===== src/rtl/seq_window_match.sv =====
// Streaming sliding-window matcher: shifts symbols into a SEQ_WIDTH-symbol
// window, compares each full window against a latched pattern on the
// positions enabled by the mask, and reports windows whose masked mismatch
// count is within the threshold. Two-stage pipeline: per-position mismatch
// flags, then popcount and threshold compare.
module seq_window_match #(
  parameter int SEQ_WIDTH = 20,
  parameter int SYM_WIDTH = 2,
  parameter int POS_WIDTH = 16
) (
  input  logic                               clk,
  input  logic                               rst,
  input  logic                               i_start,
  input  logic [SEQ_WIDTH*SYM_WIDTH-1:0]     i_pattern,
  input  logic [SEQ_WIDTH-1:0]               i_mask,
  input  logic [$clog2(SEQ_WIDTH+1)-1:0]     i_max_mism,
  input  logic                               i_valid,
  input  logic [SYM_WIDTH-1:0]               i_sym,
  input  logic                               i_last,
  output logic                               o_ready,
  output logic                               o_busy,
  output logic                               o_match_valid,
  output logic [POS_WIDTH-1:0]               o_match_pos,
  output logic [$clog2(SEQ_WIDTH+1)-1:0]     o_mismatches,
  output logic [POS_WIDTH-1:0]               o_match_count,
  output logic                               o_done
);

  localparam int CNT_WIDTH = $clog2(SEQ_WIDTH + 1);
  localparam int WIN_WIDTH = SEQ_WIDTH * SYM_WIDTH;
  localparam logic [CNT_WIDTH-1:0] FILL_FULL = CNT_WIDTH'(SEQ_WIDTH);
  localparam logic [CNT_WIDTH-1:0] FILL_LAST = CNT_WIDTH'(SEQ_WIDTH - 1);
  localparam logic [POS_WIDTH-1:0] POS_BACK  = POS_WIDTH'(SEQ_WIDTH - 1);

  localparam logic [1:0] ST_IDLE  = 2'd0;
  localparam logic [1:0] ST_SCAN  = 2'd1;
  localparam logic [1:0] ST_DRAIN = 2'd2;
  localparam logic [1:0] ST_DONE  = 2'd3;

  logic [1:0]           state_q, state_d;
  logic [WIN_WIDTH-1:0] pat_q, pat_d;
  logic [SEQ_WIDTH-1:0] mask_q, mask_d;
  logic [CNT_WIDTH-1:0] thr_q, thr_d;
  logic [WIN_WIDTH-1:0] win_q, win_d;
  logic [CNT_WIDTH-1:0] fill_q, fill_d;
  logic [POS_WIDTH-1:0] sym_idx_q, sym_idx_d;
  logic                 s1_valid_q, s1_valid_d;
  logic [SEQ_WIDTH-1:0] s1_mism_q, s1_mism_d;
  logic [POS_WIDTH-1:0] s1_pos_q, s1_pos_d;
  logic                 s2_valid_q, s2_valid_d;
  logic                 match_valid_q, match_valid_d;
  logic [POS_WIDTH-1:0] match_pos_q, match_pos_d;
  logic [CNT_WIDTH-1:0] mismatches_q, mismatches_d;
  logic [POS_WIDTH-1:0] match_count_q, match_count_d;

  logic                 start_search;
  logic                 accept;
  logic                 win_full;
  logic [CNT_WIDTH-1:0] mism_cnt;

  assign start_search = (state_q == ST_IDLE) && i_start;
  assign accept       = (state_q == ST_SCAN) && i_valid;
  // The window being shifted in is full once the previous fill was SEQ_WIDTH-1 or more.
  assign win_full     = accept && (fill_q >= FILL_LAST);

  // Control FSM: IDLE -> SCAN -> DRAIN -> DONE -> IDLE.
  always_comb begin
    // NOTE: every always_comb output gets a default first so no path leaves it unassigned (no latch).
    state_d = state_q;
    pat_d   = pat_q;
    mask_d  = mask_q;
    thr_d   = thr_q;
    case (state_q)
      ST_IDLE: begin
        if (i_start) begin
          state_d = ST_SCAN;
          pat_d   = i_pattern;
          mask_d  = i_mask;
          thr_d   = i_max_mism;
        end
      end
      ST_SCAN:  if (accept && i_last) state_d = ST_DRAIN;
      ST_DRAIN: if (!s1_valid_q && !s2_valid_q) state_d = ST_DONE;
      ST_DONE:  state_d = ST_IDLE;
      default:  state_d = ST_IDLE;
    endcase
  end

  // Window shift register, saturating fill counter and stream index.
  always_comb begin
    win_d     = win_q;
    fill_d    = fill_q;
    sym_idx_d = sym_idx_q;
    if (start_search) begin
      fill_d    = '0;
      sym_idx_d = '0;
    end else if (accept) begin
      win_d     = {i_sym, win_q[WIN_WIDTH-1:SYM_WIDTH]};
      sym_idx_d = sym_idx_q + 1'b1;
      if (fill_q != FILL_FULL) fill_d = fill_q + 1'b1;
    end
  end

  // Stage 1: per-position masked mismatch flags and window start position.
  always_comb begin
    s1_valid_d = win_full;
    s1_mism_d  = s1_mism_q;
    s1_pos_d   = s1_pos_q;
    if (win_full) begin
      for (int k = 0; k < SEQ_WIDTH; k++) begin
        s1_mism_d[k] = mask_q[k] &&
                       (win_d[k*SYM_WIDTH +: SYM_WIDTH] != pat_q[k*SYM_WIDTH +: SYM_WIDTH]);
      end
      s1_pos_d = sym_idx_q - POS_BACK;
    end
  end

  // Stage 2: popcount, threshold compare and result/counter update.
  always_comb begin
    mism_cnt = '0;
    for (int k = 0; k < SEQ_WIDTH; k++) begin
      mism_cnt = mism_cnt + CNT_WIDTH'(s1_mism_q[k]);
    end
    s2_valid_d    = s1_valid_q;
    match_valid_d = s1_valid_q && (mism_cnt <= thr_q);
    match_pos_d   = match_pos_q;
    mismatches_d  = mismatches_q;
    match_count_d = match_count_q;
    if (start_search) begin
      match_count_d = '0;
    end else if (match_valid_d) begin
      match_pos_d  = s1_pos_q;
      mismatches_d = mism_cnt;
      if (!(&match_count_q)) match_count_d = match_count_q + 1'b1;
    end
  end

  // State registers with synchronous reset.
  always_ff @(posedge clk) begin
    // NOTE: sequential state uses non-blocking assignments so all flops update from pre-edge values.
    if (rst) begin
      state_q       <= ST_IDLE;
      pat_q         <= '0;
      mask_q        <= '0;
      thr_q         <= '0;
      // NOTE: the window is a plain flop shift register, not a RAM, so clearing it on reset is legal and cheap.
      win_q         <= '0;
      fill_q        <= '0;
      sym_idx_q     <= '0;
      s1_valid_q    <= 1'b0;
      s1_mism_q     <= '0;
      s1_pos_q      <= '0;
      s2_valid_q    <= 1'b0;
      match_valid_q <= 1'b0;
      match_pos_q   <= '0;
      mismatches_q  <= '0;
      match_count_q <= '0;
    end else begin
      state_q       <= state_d;
      pat_q         <= pat_d;
      mask_q        <= mask_d;
      thr_q         <= thr_d;
      win_q         <= win_d;
      fill_q        <= fill_d;
      sym_idx_q     <= sym_idx_d;
      s1_valid_q    <= s1_valid_d;
      s1_mism_q     <= s1_mism_d;
      s1_pos_q      <= s1_pos_d;
      s2_valid_q    <= s2_valid_d;
      match_valid_q <= match_valid_d;
      match_pos_q   <= match_pos_d;
      mismatches_q  <= mismatches_d;
      match_count_q <= match_count_d;
    end
  end

  assign o_ready       = (state_q == ST_SCAN);
  assign o_busy        = (state_q != ST_IDLE);
  assign o_done        = (state_q == ST_DONE);
  assign o_match_valid = match_valid_q;
  assign o_match_pos   = match_pos_q;
  assign o_mismatches  = mismatches_q;
  assign o_match_count = match_count_q;

endmodule


===== config.mk =====
export PLATFORM = sky130hd
export DESIGN_NAME = seq_window_match
export DESIGN_NICKNAME = d
export VERILOG_FILES = /design/src/rtl/seq_window_match.sv
export SDC_FILE = /design/constraint.sdc
export NUM_CORES = 1
export LEC_CHECK = 0
export ABC_CLOCK_PERIOD_IN_PS = 7200
export CAP_MARGIN = 10
export CORE_ASPECT_RATIO = 1.75
export CORE_MARGIN = 1.5
export CORE_UTILIZATION = 55
export DETAILED_ROUTE_END_ITERATION = 7
export GPL_TIMING_DRIVEN = 0
export PLACE_DENSITY_LB_ADDON = 0.12
export SYNTH_ARGS = -nofsm -noshare
export SYNTH_HDL_FRONTEND = slang
export SYNTH_SLANG_ARGS = --single-unit

===== constraint.sdc =====
create_clock -name clk -period 7.2 [get_ports clk]
set_clock_uncertainty 0.2 [all_clocks]
set_input_delay 1.44 -clock clk [delete_from_list [all_inputs] [get_ports clk]]
set_output_delay 1.44 -clock clk [all_outputs]
set_load 0.02 [all_outputs]

; Word-level counts from Yosys, hierarchy flattened
; Index checks and enable logic that the tools add are counted.
[totals]
register_bits = 204
latchBits = 0
mem_bits_rw = 0
mem_bits_ro = 0
input_bits = 72
out_inout_bits = 41
elab_cells = 112
memories = 0
[classes]
addsub = 23
multipliers = 0
div_mod_pow = 0
n_lt_le_gt_ge = 2
n_eq_ne = 27
n_shift = 0
mux = 6
bitwise_logic = 2
n_reduce_logical = 37
[op_table]
columns = operator, count
row1 = two-way mux 40 bit, 2
row2 = adder 5 x 1 -> 5 bit, 15
row3 = != test 2 bit, 20
row4 = "adder 16 x 1 -> 16 bit, second input constant", 2
row5 = logical AND 1 bit, 26
row6 = AND reduction 16 bit, 1
row7 = "subtractor 16 x 5 -> 16 bit, second input constant", 1
row8 = case mux 2 bit (4 select lines), 1
row9 = AND reduction 2 bit, 4
row10 = two-way mux 2 bit, 3
row11 = adder 4 x 1 -> 5 bit, 1
row12 = "adder 5 x 1 -> 5 bit, second input constant", 1
row13 = "greater-or-equal comparator 5 bit, second input constant", 1
row14 = <= comparator 5 bit, 1
row15 = "!= test 5 bit, second input constant", 1
row16 = adder 3 x 1 -> 4 bit, 1
row17 = "equality test 2 bit, second input constant", 2
row18 = "!= test 2 bit, second input constant", 2
row19 = adder 2 x 1 -> 3 bit, 1
row20 = AND reduction 3 bit, 1
row21 = adder 1 x 1 -> 2 bit, 1
row22 = "equality test 2 x 1 -> 1 bit, second input constant", 1
row23 = zero test 1 bit, 2
row24 = zero test 2 bit, 1
row25 = 4 further kinds, 5

; Longest topological paths before layout
; Gate-level depths: netlist of the first run.
[logic_depth]
depth_word = 22
ltp_mapped = 21
mapped_depth_nobuf = 20

; Worst setup path after synthesis of the first run
; OpenSTA, ideal clock, no wires.
[synth_path]
kind = register to register
start = register s1_mism_q[0]
end = register match_count_q[15] (netlist: o_match_count[15])
setup_time_ps = 70
t_arrival_ps = 5143
required_time_ps = 6930
slack_ps = 1787
path_stages_with_launch = 21
n_path_buf = 0
period_less_slack_ps = 5413
path_cell_list = dfxtp_1 -> inv_1 -> fa_1 -> fa_1 -> inv_1 -> fa_1 -> fa_1 -> inv_1 -> fa_1 -> inv_1 -> ha_1 -> a21o_1 -> a21oi_1 -> xor2_1 -> ha_1 -> nand4_1 -> o2111ai_1 -> o21ai_0 -> nand3_1 -> or3_1 -> a21oi_1
[synth_via]
elab_chain_cells = 22
[synth_rtl]
columns = item, line_no
row1 = from (decl), 48  ; logic [SEQ_WIDTH-1:0] s1_mism_q, s1_mism_d;
row2 = from (signal assigned), 167  ; s1_mism_q <= s1_mism_d;
row3 = adder 1 x 1 -> 2 bit, 122  ; mism_cnt = mism_cnt + CNT_WIDTH'(s1_mism_q[k]);
row4 = adder 2 x 1 -> 3 bit, 122
row5 = adder 3 x 1 -> 4 bit, 122
row6 = adder 4 x 1 -> 5 bit, 122
row7 = adder 5 x 1 -> 5 bit (15 in a row), 122
row8 = via mism_cnt[3], 59  ; logic [CNT_WIDTH-1:0] mism_cnt;
row9 = <= comparator 5 bit, 125  ; match_valid_d = s1_valid_q && (mism_cnt <= thr_q);
row10 = logical AND 1 bit, 125
row11 = AND reduction 2 bit (no line), -
row12 = to (signal assigned), 173  ; match_count_q <= match_count_d;
row13 = to (decl), 54  ; logic [POS_WIDTH-1:0] match_count_q, match_count_d;
; The timed path passes the listed nets, and every way through them passes these cells.
; A chain may end at the register's enable or synchronous reset.

; Worst setup path in the final report of the first run
; Same ends and word-level chain as after synthesis.

==> flow_summary.toml, run 1 <==
[run_status]
status = "complete, but fails checks"
failed_checks = "DRC"

[synthesis]
ys_ff_latch = 204
syn_inst = 1033
synthTopCellsByArea = "dfxtp_1 46%, nand2_1 9.5%, a21oi_1 6.7%"
async_flop_share = 0
synth_edf_count = 0
avgSynthCellArea_um2 = 8.56
ys_types = 47
netlist_area_um2 = 8840
ys_seq_area_frac = 0.462
synth_nets = 1140
synth_largest_area_cell = "dfxtp_1"
synth_top_area_frac = 0.462
synthFlopType = "dfxtp_1"
ys_warn_count = 0

[global_routing]
grt_pass1_wl_um = 33300
first_global_vias = 7077
grt_usage = 0.246
antenna_found_initial = 0
grt_overflow = 0
grt_max_degree = 17

[cells_and_area]
layout.nets = 1271
antennaDiodeCount = 0
area_growth_pct = 22.3
fin_cells = 1364
final_common_cell = "nand2_1"
drive_above_1_share = 0.0477
layout_common_cells = "224 x nand2_1, 204 x dfxtp_1, 118 x a21oi_1"

[sta]
fin_crit_ps = 6120
finalSetupViolCount = 0
slew-limit-headroom = 0.524
max_freq_mhz = 163
fin_crit_sh = 0.850
worst_pin_slew_ps = 714
setup_ws_ps = 1080
finalSetupTns_ps = 0
maxSlewViolCount = 0
final_hold_viol_count = 0
rsz0062_at_grt = "false"

[pwr]
power_switching_mw = 0.759
p_per_area_nw_per_um2 = 254
p_clk_frac = 0.371
swShare = 0.276
leakagePower_nw = 3.88
vdd_ir_drop_max_uv = 275
p_int_mw = 1.99
comb_power_share = 0.175
share_seq_of_total_power = 0.454

[worst_setup_path]
cpMaxStageDelayCell = "fa_1"
start_kind = "flop"
critical_path_class = "flop to flop"
crit_required_ps = 7420
crit_fanout = 5
arrival_ps = 6340
worstPathBufferInverterCount = 4
cpPeakStageDelay_ps = 550
crit_family = "adder cells"
path_cells = "inv_1 -> fa_1 -> fa_1 -> inv_1 -> fa_1 -> fa_1 -> inv_1 -> fa_1 -> inv_1 -> ha_1 -> a21o_1 -> a21oi_1 -> xor2_1 -> ha_1 -> nand4_1 -> o2111ai_1 -> o21ai_0 -> nand3_1 -> or3_1 -> a21oi_1"
cpMostUsedCell = "fa_1"
setup.worst_path.end_class = "flop"

[drt]
ant_nets = 0
vias = 7194
first_iter_violations = 237
drc = 9
firstDrtPassIters = 6
wl_um = 20300
viasPerCell = 5.27
wire_per_inst_um = 14.9

[die]
die_area_um2 = 16900
die_x_um = 98.9
rows = 61
fp.coreArea_um2 = 15800
initial_core_util = 0.560
die_h_um = 171
io_pins = 113

[place]
port_buffers = 111
dp_hpwl_um = 15600
gp_congestion = 0.860
post-place-ws_ps = 1120
dp.cells = 1333

[clocking]
cts.sinks = 204
ctsResizeCount = 0
postCtsSetupBuffers = 0
insertion_delay_ps = 490
htree_levels = 1
holdBufCountCts = 0
max-clock-path-buffers = 3
cts_buffers = 18
cts_tree = "yes"
clk_pin_slew_ps = 70
cts_root_buf = "clkbuf_16"

[job]
timing.max_cap.violations = 0

[worst_hold_path]
hp-class = "flop to flop"
-- cells by family (layout without fill, tap and decap cells) --
family                     count (synthesis)  after routing  synth area share
and+or+nand+nor                          388            388             0.184
DFF                                      204            204             0.462
AOI/OAI and AO/OA                        172            172             0.112
buffers and inverters                    111            253            0.0525
xor gates and xnor gates                  80             80            0.0792
muxes                                     43             43            0.0487
adders and majority gates                 35             35            0.0614
-- power by group through the flow --
stage	Sequential [mW]	Combinational [mW]	Clock (mW)
after global routing	1.26	0.538	1.08
after global placement	1.27	0.478	0
after CTS	1.25	0.488	1.04
final	1.25	0.482	1.02
after floorplan	1.26	0.326	0
after detailed placement	1.27	0.485	0
-- synthesized netlist by cell type, types with 3 or more instances --
master,instances
xor2_1,17
nand4_1,8
o21ai_0,10
nor4_1,3
nand2_1,224
nand3_1,11
a211oi_1,9
fa_1,14
ha_1,21
buf_2,10
buf_1,8
nor2_1,99
inv_1,48
clkbuf_1,37
a21oi_1,118
o211ai_1,21
and3_1,4
nor3_1,14
a311oi_1,4
xnor2_1,63
buf_4,5
mux2i_1,43
or3_1,7
nor2b_1,3
dfxtp_1,204
-- layout make-up --
cell class / count / area [µm²]
Fill cell: 1366 / 4980
Clock inverter: 5 / 75.1
Sequential cell: 204 / 4080
Clock buffer: 26 / 552
Multi-Input combinational cell: 718 / 4300
Timing Repair Buffer: 111 / 1110
Buffer: 63 / 284
Inverter: 48 / 180
Tap cell: 189 / 236
-- layer usage --
metal	track usage	routed length, µm	vias up
met3	0.0290	705	56
li1	-	-	3646
met5	0	0	-
met2	0.488	11300	149
met1	0.250	7530	3343
met4	0.112	850	0
-- sequential cells by signal, summed over array words and instances (netlist names) --
signal	count
pat_q	40
win_q	40
mask_q	20
s1_mism_q	20
o_match_count	16
o_match_pos	16
s1_pos_q	16
sym_idx_q	16
fill_q	5
o_mismatches	5
thr_q	5
state_q	2
o_match_valid	1
s1_valid_q	1
s2_valid_q	1
-- tightest hold or removal path: stages, from the launching register on --
cell and delay (ps):
dfxtp_1 310, nand2_1 50, a21oi_1 50
-- final timing paths --
path	cells past startpoint	endpoint	start	slack [ps]
hold reg to reg	2	o_match_pos[4]$_SDFFE_PP0P_	o_match_pos[4]$_SDFFE_PP0P_	250
hold / removal	2	o_match_pos[4]$_SDFFE_PP0P_	o_match_pos[4]$_SDFFE_PP0P_	250
setup reg to reg	20	o_match_count[15]$_SDFFE_PP0P_	s1_mism_q[0]$_SDFFE_PP0P_	1080
setup / recovery	20	o_match_count[15]$_SDFFE_PP0P_	s1_mism_q[0]$_SDFFE_PP0P_	1080
-- metrics by stage --
stage	total power, mW	instance area [µm²]	hold WS (ps)	utilization
floorplan	1.59	8840	232	-
global placement	1.75	10200	240	0.645
detailed placement	1.76	10200	243	0.645
CTS	2.77	10800	253	0.685
global route	2.87	10800	266	0.685
finish	2.75	10800	253	0.685
Note: power is estimated with default switching activity, not from simulation.
==> run 2, diff against run 1 <==
--- a/config.mk
+++ b/config.mk
@@ -5,11 +5,11 @@
 export SDC_FILE = /design/constraint.sdc
 export NUM_CORES = 1
 export LEC_CHECK = 0
-export ABC_CLOCK_PERIOD_IN_PS = 7200
+export ABC_CLOCK_PERIOD_IN_PS = 5100
 export CAP_MARGIN = 10
 export CORE_ASPECT_RATIO = 1.75
 export CORE_MARGIN = 1.5
-export CORE_UTILIZATION = 55
+export CORE_UTILIZATION = 50
 export DETAILED_ROUTE_END_ITERATION = 7
 export GPL_TIMING_DRIVEN = 0
 export PLACE_DENSITY_LB_ADDON = 0.12
==> constraint.sdc (replaced) <==
create_clock -name clk -period 5.1 [get_ports clk]
set_clock_uncertainty 0.2 [all_clocks]
set_input_delay 1.02 -clock clk [delete_from_list [all_inputs] [get_ports clk]]
set_output_delay 1.02 -clock clk [all_outputs]
set_load 0.02 [all_outputs]
==> run 2 against run 1 <==
The run ends with setup timing left. Sequential share of layout area decreased by 1.5 points. Maximum frequency increased by 11%. Setup slack worse by 1500 ps. Total power rose by 37%. Via count down 0.22%. Cell count is 3.9% higher. Utilization shrank 3.5 points. Register-to-register slack got worse by 1500 ps. Design area grew 4.3%. Critical path depth up 1. Worst hold slack about the same. Die area is 9.7% higher. Critical path type unchanged. Critical endpoint is now o_mismatches[4]$_SDFFE_PP0P_.
==> flow_summary.toml, run 2 (synthesis results as in run 1) <==
[place]
gp_congestion = 0.869
place_area_um2 = 10400
dp_hpwl_um = 16000
port_buffers = 111

[cells_and_area]
fill_cells = 1545
fin_area_um2 = 11300
layout.nets = 1283
area_growth_pct = 27.6
final_common_cell = "nand2_1"
reg.largest.list = "pat_q (40), win_q (40)"
antennaDiodeCount = 0
drive_above_1_share = 0.114
layout_common_cells = "213 x nand2_1, 199 x dfxtp_1, 111 x clkdlybuf4s50_1"

[worst_hold_path]
hold_end = "o_match_pos[3]$_SDFFE_PP0P_"
hp-class = "flop to flop"
holdPathStages = 2
min-delay-start = "s1_pos_q[3]$_SDFFE_PP0P_"

[global_routing]
grt_max_degree = 16
grt_pass1_wl_um = 34300
antenna_found_initial = 0
grt_usage = 0.232
grt_overflow = 0
first_global_vias = 7088

[worst_setup_path]
cpPeakStageDelay_ps = 540
crit-reg2reg-launch = "s1_mism_q[3]$_SDFFE_PP0P_"
path_cells = "inv_2 -> fa_1 -> fa_2 -> inv_1 -> fa_1 -> fa_1 -> inv_1 -> fa_1 -> inv_2 -> ha_1 -> a21o_1 -> a21oi_2 -> xor2_2 -> ha_1 -> nand4_1 -> o2111ai_2 -> o21a_4 -> nor2_4 -> buf_4 -> mux2i_1 -> nor2_1"
setup.worst_path.end_class = "flop"
arrival_ps = 5640
crit_fanout = 5
start_kind = "flop"
reg2reg_to = "o_mismatches[4]$_SDFFE_PP0P_"
cpMostUsedCell = "fa_1"
ff2ff_path_depth = 21
cpMaxStageDelayCell = "fa_1"
crit_required_ps = 5240
critical_path_class = "flop to flop"
rrSetupSlack_ps = -390

[clocking]
cts_root_buf = "clkbuf_16"
cts_tree = "yes"
cts.sinks = 204
insertion_delay_ps = 490
holdBufCountCts = 0
max-clock-path-buffers = 3
htree_levels = 1
cts_buffers = 19
clk_pin_slew_ps = 60

[drt]
viasPerCell = 5.07
first_iter_violations = 171
wl_um = 21400
ant_nets = 0
drc = 0
firstDrtPassIters = 4
vias = 7178
wire_per_inst_um = 15.1

[run_status]
failed_checks = "setup timing"
status = "complete, but fails checks"

[pwr]
power_switching_mw = 1.08
p_clk_frac = 0.351
leakagePower_nw = 4.02
swShare = 0.285
share_seq_of_total_power = 0.467
p_per_area_nw_per_um2 = 335
comb_power_share = 0.182
vdd_ir_drop_max_uv = 294
p_int_mw = 2.70

[sta]
final_hold_viol_count = 0
finalSetupViolCount = 38
fin_crit_ps = 5490
setup_ws_ps = -394
slew-limit-headroom = 0.505
max_freq_mhz = 182
maxSlewViolCount = 0
worst_pin_slew_ps = 742
holdWs_ps = 252
fin_crit_sh = 1.08
rsz0062_at_grt = "true"

[die]
die_h_um = 179
fp.coreArea_um2 = 17400
die_area_um2 = 18500
initial_core_util = 0.509
die_x_um = 104
rows = 64
io_pins = 113

[job]
timing.max_cap.violations = 0
run 2: cell count changes in the layout (fill, tap and decap cells not counted), moves of 4 or more:
cell	delta
a21oi_1	-13
a21oi_2	+13
nand2_1	-11
buf_6	+9
nand2_2	+7
nor3_1	-7
nor3_2	+6
dfxtp_1	-5
dfxtp_2	+5
inv_1	-5
inv_2	+5
nor2_1	-5
buf_4	+4
nand2_4	+4
run 2: through the flow:
stage	instances	utilization	worst slack, ps	setup TNS [ps]	total power, mW
after floorplan	1033	-	-33.1	-242	2.24
after global placement	1375	0.596	-433	-13900	2.48
after detailed placement	1375	0.596	-530	-16620	2.49
after CTS	1414	0.640	-362	-11260	3.82
after global routing	1417	0.649	-543	-18550	3.96
final	1417	0.649	-394	-12070	3.78
run 2: worst max-delay path: cells and delay by family (launching register included):
kind | cells | cell delay [ps]
compound gates | 4 | 810
mux | 1 | 170
buf+inv | 5 | 370
xor+xnor | 1 | 210
fa+ha+maj | 7 | 2910
flops | 1 | 340
simple gates | 3 | 370
run 2: power groups by stage:
| stage | registers [mW] | logic (mW) | clock network (mW) |
|---|---|---|---|
| after floorplan | 1.78 | 0.462 | 0 |
| after global placement | 1.80 | 0.681 | 0 |
| after detailed placement | 1.80 | 0.692 | 0 |
| after CTS | 1.77 | 0.700 | 1.35 |
| after global routing | 1.77 | 0.769 | 1.42 |
| final | 1.77 | 0.690 | 1.33 |
run 2: routing by layer:
layer,GRT usage,up-vias,part of all wire
met3,0.0254,45,0.029
met2,0.476,123,0.57
met4,0.0909,0,0.030
li1,-,3669,-
met5,0,-,0
met1,0.235,3341,0.37
run 2: cell type report:
| class | count | area (µm²) | share of cell area |
|---|---|---|---|
| multi-input combinational | 718 | 4620 | 0.410 |
| sequential | 204 | 4090 | 0.362 |
| timing repair buffer | 122 | 1220 | 0.108 |
| clock buffer | 26 | 542 | 0.0480 |
| buffer | 63 | 315 | 0.0279 |
| tap | 231 | 289 | 0.0256 |
| inverter | 48 | 180 | 0.0160 |
| clock inverter | 5 | 27.5 | 0.00244 |
run 2: repair_timing:
item	4_1_cts	5_1_grt
buffers inserted	6	3
pin swaps	20	15
gates resized for setup	33	44
endpoints found under the setup margin	38	38
cloned	2	0
run 2: how the worst max path moves through the flow:
stage,start,endpoint,depth (start not counted)
finish,s1_mism_q[3]$_SDFFE_PP0P_,o_mismatches[4]$_SDFFE_PP0P_,21
global route,s1_mism_q[15]$_SDFFE_PP0P_,o_match_count[0]$_SDFFE_PP0P_,19
detailed placement,s1_mism_q[3]$_SDFFE_PP0P_,o_match_pos[5]$_SDFFE_PP0P_,19
floorplan,s1_mism_q[9]$_SDFFE_PP0P_,o_match_count[11]$_SDFFE_PP0P_,19
global placement,s1_mism_q[3]$_SDFFE_PP0P_,o_match_pos[6]$_SDFFE_PP0P_,19
CTS,s1_mism_q[3]$_SDFFE_PP0P_,o_mismatches[4]$_SDFFE_PP0P_,19
==> run 3, diff against run 2 <==
--- a/config.mk
+++ b/config.mk
@@ -7,7 +7,7 @@
 export LEC_CHECK = 0
 export ABC_CLOCK_PERIOD_IN_PS = 5100
 export CAP_MARGIN = 10
-export CORE_ASPECT_RATIO = 1.75
+export CORE_ASPECT_RATIO = 1.4
 export CORE_MARGIN = 1.5
 export CORE_UTILIZATION = 50
 export DETAILED_ROUTE_END_ITERATION = 7
==> run 3 against run 2 <==
The flow still finishes with violations (setup timing). Cell count rose by 0.64%. Clock-buffer cell count rose by 3. Sequential share of layout area fell by 0.17 points. Flip-flop and latch count did not move. Total power rose by 3.4%. Design area rose by 0.47%. Wire length fell by 3.8%.
==> flow_summary.toml, run 3 (synthesis results as in run 1) <==
[sta]
setup_ws_ps = -340
worst_pin_slew_ps = 706
max_freq_mhz = 184
final_hold_viol_count = 0
slew-limit-headroom = 0.529
finalSetupViolCount = 38
maxSlewViolCount = 0
fin_crit_ps = 5440
rsz0062_at_grt = "true"
fin_crit_sh = 1.07

[worst_setup_path]
setup.worst_path.end_class = "flop"
critical_path_class = "flop to flop"
arrival_ps = 5600
crit_required_ps = 5260
crit-reg2reg-launch = "s1_mism_q[0]$_SDFFE_PP0P_"
start_kind = "flop"
cpMaxStageDelayCell = "fa_2"
cpPeakStageDelay_ps = 600
cp-startpoint = "s1_mism_q[0]$_SDFFE_PP0P_"
crit_fanout = 5
path_cells = "inv_2 -> fa_2 -> fa_2 -> fa_1 -> fa_1 -> fa_1 -> inv_1 -> ha_2 -> fa_2 -> a21oi_2 -> o21bai_2 -> ha_4 -> nand4_1 -> or2_1 -> o21a_4 -> nor2_4 -> buf_4 -> mux2i_1 -> nor2_1"

[cells_and_area]
area_growth_pct = 28.2
layout_common_cells = "214 x nand2_1, 199 x dfxtp_1, 111 x clkdlybuf4s50_1"
layout.nets = 1283
fill_cells = 1527
drive_above_1_share = 0.112
fin_cells = 1426
fin_area_um2 = 11300
final_common_cell = "nand2_1"
reg.largest.list = "pat_q (40), win_q (40)"

[pwr]
leakagePower_nw = 4.06
p_per_area_nw_per_um2 = 345
vdd_ir_drop_max_uv = 250

[global_routing]
grt_usage = 0.228
antenna_found_initial = 1
grt_pass1_wl_um = 33900
grt_overflow = 0
grt_max_degree = 15
first_global_vias = 7110

[clocking]
holdBufCountCts = 0
max-clock-path-buffers = 3
cts_buffers = 20
clk_pin_slew_ps = 60
insertion_delay_ps = 490
cts_root_buf = "clkbuf_16"
cts_tree = "yes"
cts.sinks = 204
htree_levels = 1

[die]
die_h_um = 160
die_area_um2 = 18500
initial_core_util = 0.510
rows = 57
io_pins = 113
die_x_um = 115
fp.coreArea_um2 = 17300

[job]
timing.max_cap.violations = 0

[worst_hold_path]
hp-class = "flop to flop"
min-delay-start = "o_match_pos[5]$_SDFFE_PP0P_"

[drt]
firstDrtPassIters = 5
vias = 7160
wire_per_inst_um = 14.4
wl_met2_um = 10800
top_layer_used = "met4"
m1WireLength_um = 8450
wl_um = 20600
ant_nets = 0
first_iter_violations = 303
viasPerCell = 5.02
wl_met3_um = 657
drc = 0

[place]
dp_hpwl_um = 15300
port_buffers = 111
dp.cells = 1380
post-place-ws_ps = -480
place_area_um2 = 10400
gp_congestion = 0.832

[run_status]
failed_checks = "setup timing"
status = "complete, but fails checks"
[run 3: changes by cell type in the layout (fill, tap and decap cells not counted), sizes merged]
cell and delta:
clkinvlp -1, inv +1, bufinv +1, clkbuf +3, diode +1, buf -1
[run 3: worst paths after layout]
check	end	slack [ps]	cells past startpoint
worst min-delay path	o_match_pos[5]$_SDFFE_PP0P_	250	2
worst max-delay path	o_mismatches[4]$_SDFFE_PP0P_	-340	19
worst max register to register	o_mismatches[4]$_SDFFE_PP0P_	-340	19
worst min register to register	o_match_pos[5]$_SDFFE_PP0P_	250	2
[run 3: critical path: cells and delay by family (launching register included)]
family          cells  cell delay, ps
fa+ha+maj           8            3350
simple gates        4             620
compound gates      3             430
flops               1             330
buf+inv             3             220
mux                 1             170
[run 3: metal layers]
metal,vias up,GRT usage
met5,-,0
met4,0,0.0864
met3,40,0.0306
met2,135,0.422
met1,3316,0.261
li1,3669,-
[run 3: area by class of cell]
cell class              instances  area (µm²)  share of cell area
clock inverters                 6        58.8             0.00519
multi-input cells             718        4600               0.406
repair buffers                121        1200               0.106
plain buffers                  63         320              0.0283
clock buffers                  29         586              0.0517
diodes                          1        2.50            0.000221
flip-flops and latches        204        4090               0.361
well taps                     236         295              0.0260
inverters                      48         180              0.0159
[run 3: stage by stage]
stage | TNS [ps] | util | power (mW) | hold slack [ps]
2_1_floorplan | -242 | - | 2.24 | 232
3_3_place_gp | -12550 | 0.598 | 2.47 | 241
3_5_place_dp | -15550 | 0.598 | 2.49 | 245
4_1_cts | -10790 | 0.642 | 3.94 | 254
5_1_grt | -17460 | 0.654 | 4.10 | 271
6_report | -9700 | 0.654 | 3.91 | 251
[run 3: what timing repair did]
action,4_1_cts,5_1_grt
endpoints found under the hold margin,0,0
pin swaps,6,27
gates resized for setup,22,49
buffers inserted,5,3
cloned,2,1
setup endpoints to repair,38,38
[run 3: power by group]
group	internal [mW]	leakage, nW	total [mW]	switching [mW]
clock	0.850	0.321	1.46	0.610
sequential	1.69	1.66	1.76	0.0705
combinational	0.269	2.08	0.684	0.414
